==> config.mk <==
export PLATFORM = sky130hd
export DESIGN_NAME = jtframe_dcrm
export DESIGN_NICKNAME = d
export VERILOG_FILES = /design/src/rtl/jtframe_dcrm.sv
export SDC_FILE = /design/constraint.sdc
export NUM_CORES = 1
export LEC_CHECK = 0
export CAP_MARGIN = 20
export CORE_MARGIN = 1
export CORE_UTILIZATION = 64
export CTS_CLUSTER_DIAMETER = 30
export DETAILED_ROUTE_END_ITERATION = 8
export PLACE_DENSITY = 0.87
export SLEW_MARGIN = 20
export SYNTH_ARGS = -nofsm -noshare
export SYNTH_HDL_FRONTEND = slang
export SYNTH_SLANG_ARGS = --single-unit
==> constraint.sdc <==
create_clock -name clk -period 7.75 [get_ports clk]
set_input_delay 1.55 -clock clk [delete_from_list [all_inputs] [get_ports clk]]
set_output_delay 1.55 -clock clk [all_outputs]
set_load 0.02 [all_outputs]
==> src/rtl/jtframe_dcrm.sv <==
// DC-removal high-pass filter: subtracts a leaky running mean (time constant 2^DW samples)
// from each strobed input sample and saturates the result back to SW bits.
module jtframe_dcrm #(
    parameter int SW           = 8,
    parameter int DW           = 10,
    parameter int SIGNED_INPUT = 0
) (
    input  logic                 clk,
    input  logic                 rst_n,
    input  logic                 sample,
    input  logic [SW-1:0]        din,
    output logic signed [SW-1:0] dout,
    output logic                 clip
);
    localparam int unsigned AW = SW + DW + 2;   // accumulator: DC estimate scaled by 2^DW
    localparam int unsigned MW = AW - DW;       // integer part of the estimate

    localparam logic signed [AW-1:0] SAT_HI = AW'((1 << (SW - 1)) - 1);
    localparam logic signed [AW-1:0] SAT_LO = ~SAT_HI;

    logic signed [AW-1:0] acc;
    logic signed [AW-1:0] acc_nxt;
    logic signed [SW:0]   x;
    logic signed [MW-1:0] mean;
    logic signed [AW-1:0] x_ext;
    logic signed [AW-1:0] mean_ext;
    logic signed [AW-1:0] diff;
    logic signed [SW-1:0] sat_c;
    logic                 sat_hit_c;

    // Input to signed SW+1-bit: offset-binary recentres by flipping the MSB
    generate
        if (SIGNED_INPUT != 0) begin : g_signed_in
            assign x = {din[SW-1], din};
        end else begin : g_offset_in
            assign x = {~din[SW-1], ~din[SW-1], din[SW-2:0]};
        end
    endgenerate

    // Filter arithmetic at full accumulator width; mean is floor(acc / 2^DW)
    always_comb begin
        mean     = MW'(acc >>> DW);
        x_ext    = AW'(x);
        mean_ext = AW'(mean);
        diff     = x_ext - mean_ext;
        acc_nxt  = acc + diff;
    end

    // Saturate x - mean to the SW-bit signed range
    always_comb begin
        sat_c     = diff[SW-1:0];
        sat_hit_c = 1'b0;
        if (diff > SAT_HI) begin
            sat_c     = SAT_HI[SW-1:0];
            sat_hit_c = 1'b1;
        end else if (diff < SAT_LO) begin
            sat_c     = SAT_LO[SW-1:0];
            sat_hit_c = 1'b1;
        end
    end

    // State advances only on the sample strobe; reset clears everything at once
    always_ff @(posedge clk or negedge rst_n) begin
        if (!rst_n) begin
            acc  <= '0;
            dout <= '0;
            clip <= 1'b0;
        end else if (sample) begin
            acc  <= acc_nxt;
            dout <= sat_c;
            clip <= sat_hit_c;
        end
    end

endmodule

==> flow_summary.json, run 1 <==
{
  "syn_to_final_growth_pct": 12.3,
  "postCtsSetupRepairBufs": 0,
  "die_w_um": 66.5,
  "fillers": 308,
  "grt_pass1_vias": 2233,
  "final_nets": 365,
  "grtUsageMet2": 0.550,
  "max_slew_margin": 0.323,
  "synth_top_area_share": 0.273,
  "drt_iter0_markers": 278,
  "r2r_start": "acc[11]",
  "clk_latency_ps": 290,
  "synth_nets": 346,
  "cts_resized": 0,
  "final_max_slew_viol_count": 0,
  "min_period_ps": 5710,
  "multi_input_area_sq_um": 1770,
  "crit_arrival_ps": 5870,
  "setup_viol": 0,
  "grt_busiest_layer": "met2",
  "ant_nets": 0,
  "cp-startpoint": "din[1]",
  "yosys_most_used_dff": "dfrtp_1",
  "viasPerCell": 6.46,
  "seq_area_sq_um": 726,
  "place_congestion": 0.915,
  "num_vias": 2408,
  "synth_top_cell_by_area": "dfrtp_1",
  "synth_cell_type_count": 55,
  "dp_hpwl_um": 4600,
  "critPathMaxFanout": 11,
  "num_antenna_cells": 0,
  "cts_root_buf": "clkbuf_8",
  "cts.clk_slew.worst_paths_ps": 60,
  "netlist_area_sq_um": 2660,
  "postSynthAreaPerCell_sq_um": 8.79,
  "wl_per_cell_um": 17.4,
  "cts_buffers": 5,
  "final_common_cell": "inv_1",
  "ios": 20,
  "grt_overflow": 0,
  "hold_path_class": "reg2reg",
  "cts_sinks": 29,
  "criticalPathCategory": "in2reg",
  "grt.met1_usage": 0.403,
  "dr.pass1.iters": 5,
  "min_period_over_period": 0.736,
  "cts_tree": "yes",
  "synthCells": 303,
  "hp-start": "acc[0]",
  "cts_buffer_depth": 2,
  "ys_seq_elements": 29,
  "grt_max_degree": 43,
  "wirelength_um": 6490,
  "async_reset_ff_frac": 1.00,
  "fin_skew_ps": 7.37,
  "synth_enable_flop_cells": 0,
  "drive_gt1_frac": 0.102,
  "synth_area_leaders": "dfrtp_1, ha_1, a21oi_1",
  "yosysWarnings": 0,
  "max_cap_viol_count": 0,
  "hold_buffers": 0,
  "max_freq_ghz": 0.175,
  "dieArea_sq_um": 4420,
  "cts_htree_levels": 2,
  "finalHoldViolations": 0,
  "coreArea_sq_um": 4000,
  "grt_usage": 0.325,
  "rsz0062_at_grt": "false",
  "num_rows": 23,
  "die_h_um": 66.5,
  "drc": 0,
  "start_util": 0.666,
  "start_kind": "primary input",
  "status": "complete, no violations",
  "use_met3": 0.0582,
  "fin_setup_tns_ps": 0,
  "worst_pin_slew_ps": 1010,
  "port_buffers": 19,
  "required_ps": 7910,
  "critPathCaptureType": "flip-flop",
  "antenna_found_initial": 0,
  "grt_pass1_wl_um": 10600,
  "layout_common_cells": "inv_1, ha_1, dfrtp_1",
  "ys_seq_area_frac": 0.273
}
[routing by layer]
metal / wire (um) / vias to the layer above
li1: - / 1153
met1: 2810 / 1133
met2: 3130 / 104
met3: 380 / 18
met4: 167 / 0
met5: 0 / -
[logic make-up (layout without fill, tap and decap cells)]
logic type,Yosys count,count (layout),share of synthesized area
flip-flops,29,29,0.273
adder cells (fa/ha/maj),32,32,0.156
AND/OR/NAND/NOR,75,75,0.143
buffers and inverters,41,61,0.0620
multiplexers,11,11,0.0456
AO/OA/AOI/OAI,97,97,0.262
XOR/XNOR,18,18,0.0592
[final timing paths]
check                                to  slack, ps  cells after the start
worst max-delay path            acc[17]       2040                     15
worst max register to register  acc[17]       3290                     15
worst min register to register   acc[0]        520                      1
worst min-delay path             acc[0]        520                      1
min in group asynchronous       dout[6]       1650                      2
max in group asynchronous        acc[1]       5810                      2
[state kept, by name, summed over array words and instances (netlist names)]
name / count
dout: 8
acc: 20
clip: 1
[final cells by class]
cell class / instances / area share
multi-input cells: 233 / 0.592
flip-flops and latches: 29 / 0.243
repair buffers: 22 / 0.0711
inverters: 31 / 0.0389
clock buffers: 7 / 0.0322
well taps: 50 / 0.0209
clock inverters: 1 / 0.00167
[per-stage QoR]
step	hold WS, ps	cells	util	worst slack, ps	instance area [sq um]
after global routing	529	373	0.748	1730	2990
after detailed placement	504	365	0.722	1890	2890
final	517	373	0.748	2040	2990
after floorplan	477	303	-	2950	2660
after global placement	497	365	0.722	2090	2890
after CTS	518	373	0.748	2170	2990
[critical path, cell delays in order]
cell	delay, ps
clkdlybuf4s50_1	460
ha_1	300
nor2b_1	140
o31a_1	270
o21ai_1	230
a21oi_1	120
xor2_1	800
ha_1	310
nand2_1	150
a211oi_1	430
a211oi_2	210
a2111oi_1	490
a211oi_1	120
xor2_1	180
mux2i_1	90
[cell usage after synthesis, types with 3 or more instances]
library cell and number:
o21ai_0 14, xor2_1 6, a21o_1 7, o2111ai_1 4, a21oi_2 3, nor4_1 6
dfrtp_1 29, mux2_2 9, buf_4 3, o211ai_1 3, and3_1 4, nor2_1 20
nand3_1 6, o32ai_1 6, nor2b_1 9, a21boi_0 3, a211oi_2 3, nand2_1 13
nor3_1 3, ha_1 30, nand4_1 4, a21oi_1 26, xnor2_1 12, clkbuf_1 6
or4_1 4, inv_1 31
Power of run 1 is not shown: default switching activity piles up to over one toggle a cycle in this logic, so the estimate is an artifact.
==> run 2, diff against run 1 <==
--- a/config.mk
+++ b/config.mk
@@ -7,10 +7,10 @@
 export LEC_CHECK = 0
 export CAP_MARGIN = 20
 export CORE_MARGIN = 1
-export CORE_UTILIZATION = 64
+export CORE_UTILIZATION = 59
 export CTS_CLUSTER_DIAMETER = 30
 export DETAILED_ROUTE_END_ITERATION = 8
-export PLACE_DENSITY = 0.87
+export PLACE_DENSITY = 0.81
 export SLEW_MARGIN = 20
 export SYNTH_ARGS = -nofsm -noshare
 export SYNTH_HDL_FRONTEND = slang
==> constraint.sdc (replaced) <==
create_clock -name clk -period 5.4 [get_ports clk]
set_input_delay 1.08 -clock clk [delete_from_list [all_inputs] [get_ports clk]]
set_output_delay 1.08 -clock clk [all_outputs]
set_load 0.02 [all_outputs]
==> flow_summary.json, run 2 (synthesis results as in run 1) <==
{
  "status": "complete, no violations",
  "ant_nets": 0,
  "die_h_um": 69.2,
  "cts_buffer_depth": 2,
  "max_cap_viol_count": 0,
  "hold_path_depth": 1,
  "rsz0062_at_grt": "false",
  "min_period_ps": 4820,
  "dr.pass1.iters": 5,
  "max_freq_ghz": 0.208,
  "required_ps": 5610,
  "seq_area_sq_um": 726,
  "cts_resized": 0,
  "wirelength_um": 6400,
  "clk_latency_ps": 290,
  "cts_root_buf": "clkbuf_8",
  "postCtsSetupRepairBufs": 0,
  "r2r_start": "acc[11]",
  "drt_iter0_markers": 213,
  "grt_pass1_wl_um": 10800,
  "place_congestion": 0.934,
  "hold_path_class": "reg2reg",
  "largest_reg_flops": 20,
  "r2r_setup_slack_ps": 1370,
  "fin_setup_tns_ps": 0,
  "r2r_end": "acc[18]",
  "cts_buffers": 5,
  "min_period_over_period": 0.892,
  "coreArea_sq_um": 4350,
  "grt_overflow": 0,
  "cts_htree_levels": 2,
  "ios": 20,
  "top_register": "acc",
  "final_max_slew_viol_count": 0,
  "cts_sinks": 29,
  "finalHoldViolations": 0,
  "grt_usage": 0.282,
  "start_util": 0.611,
  "num_antenna_cells": 0,
  "final_common_cell": "inv_1",
  "crit_arrival_ps": 5030,
  "final_nets": 369,
  "criticalPathCategory": "in2reg",
  "layout_common_cells": "inv_1, ha_1, dfrtp_1",
  "grt_max_degree": 30,
  "start_kind": "primary input",
  "cts_tree": "yes",
  "die_w_um": 69.2,
  "max_slew_margin": 0.411,
  "antenna_found_initial": 0,
  "setup_viol": 0,
  "dieArea_sq_um": 4790,
  "hold_buffers": 0,
  "multi_input_area_sq_um": 1770,
  "worst_pin_slew_ps": 881,
  "cts.clk_slew.worst_paths_ps": 70,
  "reg_top3": "acc: 20 flops, dout: 8 flops, clip: 1 flops",
  "drive_gt1_frac": 0.107,
  "drc": 0,
  "num_rows": 24,
  "fin_skew_ps": 8.59,
  "port_buffers": 19,
  "critPathCaptureType": "flip-flop",
  "wl_per_cell_um": 16.9,
  "min_to": "dout[0]",
  "viasPerCell": 6.33,
  "num_vias": 2394,
  "r2r_cells": 14,
  "grt_pass1_vias": 2264,
  "syn_to_final_growth_pct": 13.0,
  "fillers": 371,
  "critPathMaxFanout": 11,
  "hp-start": "dout[0]",
  "dp_hpwl_um": 4610
}
run 2: cell count changes in the layout (fill, tap and decap cells not counted), sizes merged:
cell and delta:
buf +4, clkinv -1
run 2: worst max-delay path, cell delays in order:
cell,delay [ps]
clkdlybuf4s50_1,460
ha_1,300
nor2b_1,140
o31a_1,260
o21ai_1,210
a21oi_1,110
xor2_1,700
ha_1,420
inv_1,120
a211oi_1,70
a211o_1,350
and3_1,190
or4_1,500
o211ai_1,90
run 2: layer usage:
| metal | track usage | vias to the layer above | part of all wire |
|---|---|---|---|
| met5 | 0 | - | 0 |
| met2 | 0.419 | 99 | 0.44 |
| met3 | 0.0523 | 15 | 0.056 |
| met1 | 0.399 | 1115 | 0.47 |
| li1 | - | 1165 | - |
| met4 | 0.127 | 0 | 0.028 |
run 2: layout make-up:
class                           instances  area share
Inverter                               31      0.0387
Timing Repair Buffer                   26      0.0807
Tap cell                               52      0.0216
Multi-Input combinational cell        233       0.589
Sequential cell                        29       0.241
Clock buffer                            7      0.0287
run 2: per-stage QoR:
step / utilization / cell area, sq um / setup WS [ps] / hold slack (ps) / cells
CTS: 0.691 / 3010 / 593 / 500 / 378
detailed placement: 0.671 / 2920 / 300 / 485 / 371
finish: 0.691 / 3010 / 582 / 500 / 378
floorplan: - / 2660 / 1070 / 477 / 303
global route: 0.691 / 3010 / 270 / 527 / 378
global placement: 0.671 / 2920 / 365 / 480 / 371
run 2: worst max path at each step:
stage / from / end / depth (start not counted)
detailed placement: din[1] / acc[18] / 14
global route: din[1] / acc[17] / 15
CTS: din[1] / acc[18] / 14
finish: din[1] / acc[18] / 14
global placement: din[1] / acc[15] / 15
floorplan: din[0] / acc[15] / 18
Power of run 2 is left out for the same reason.
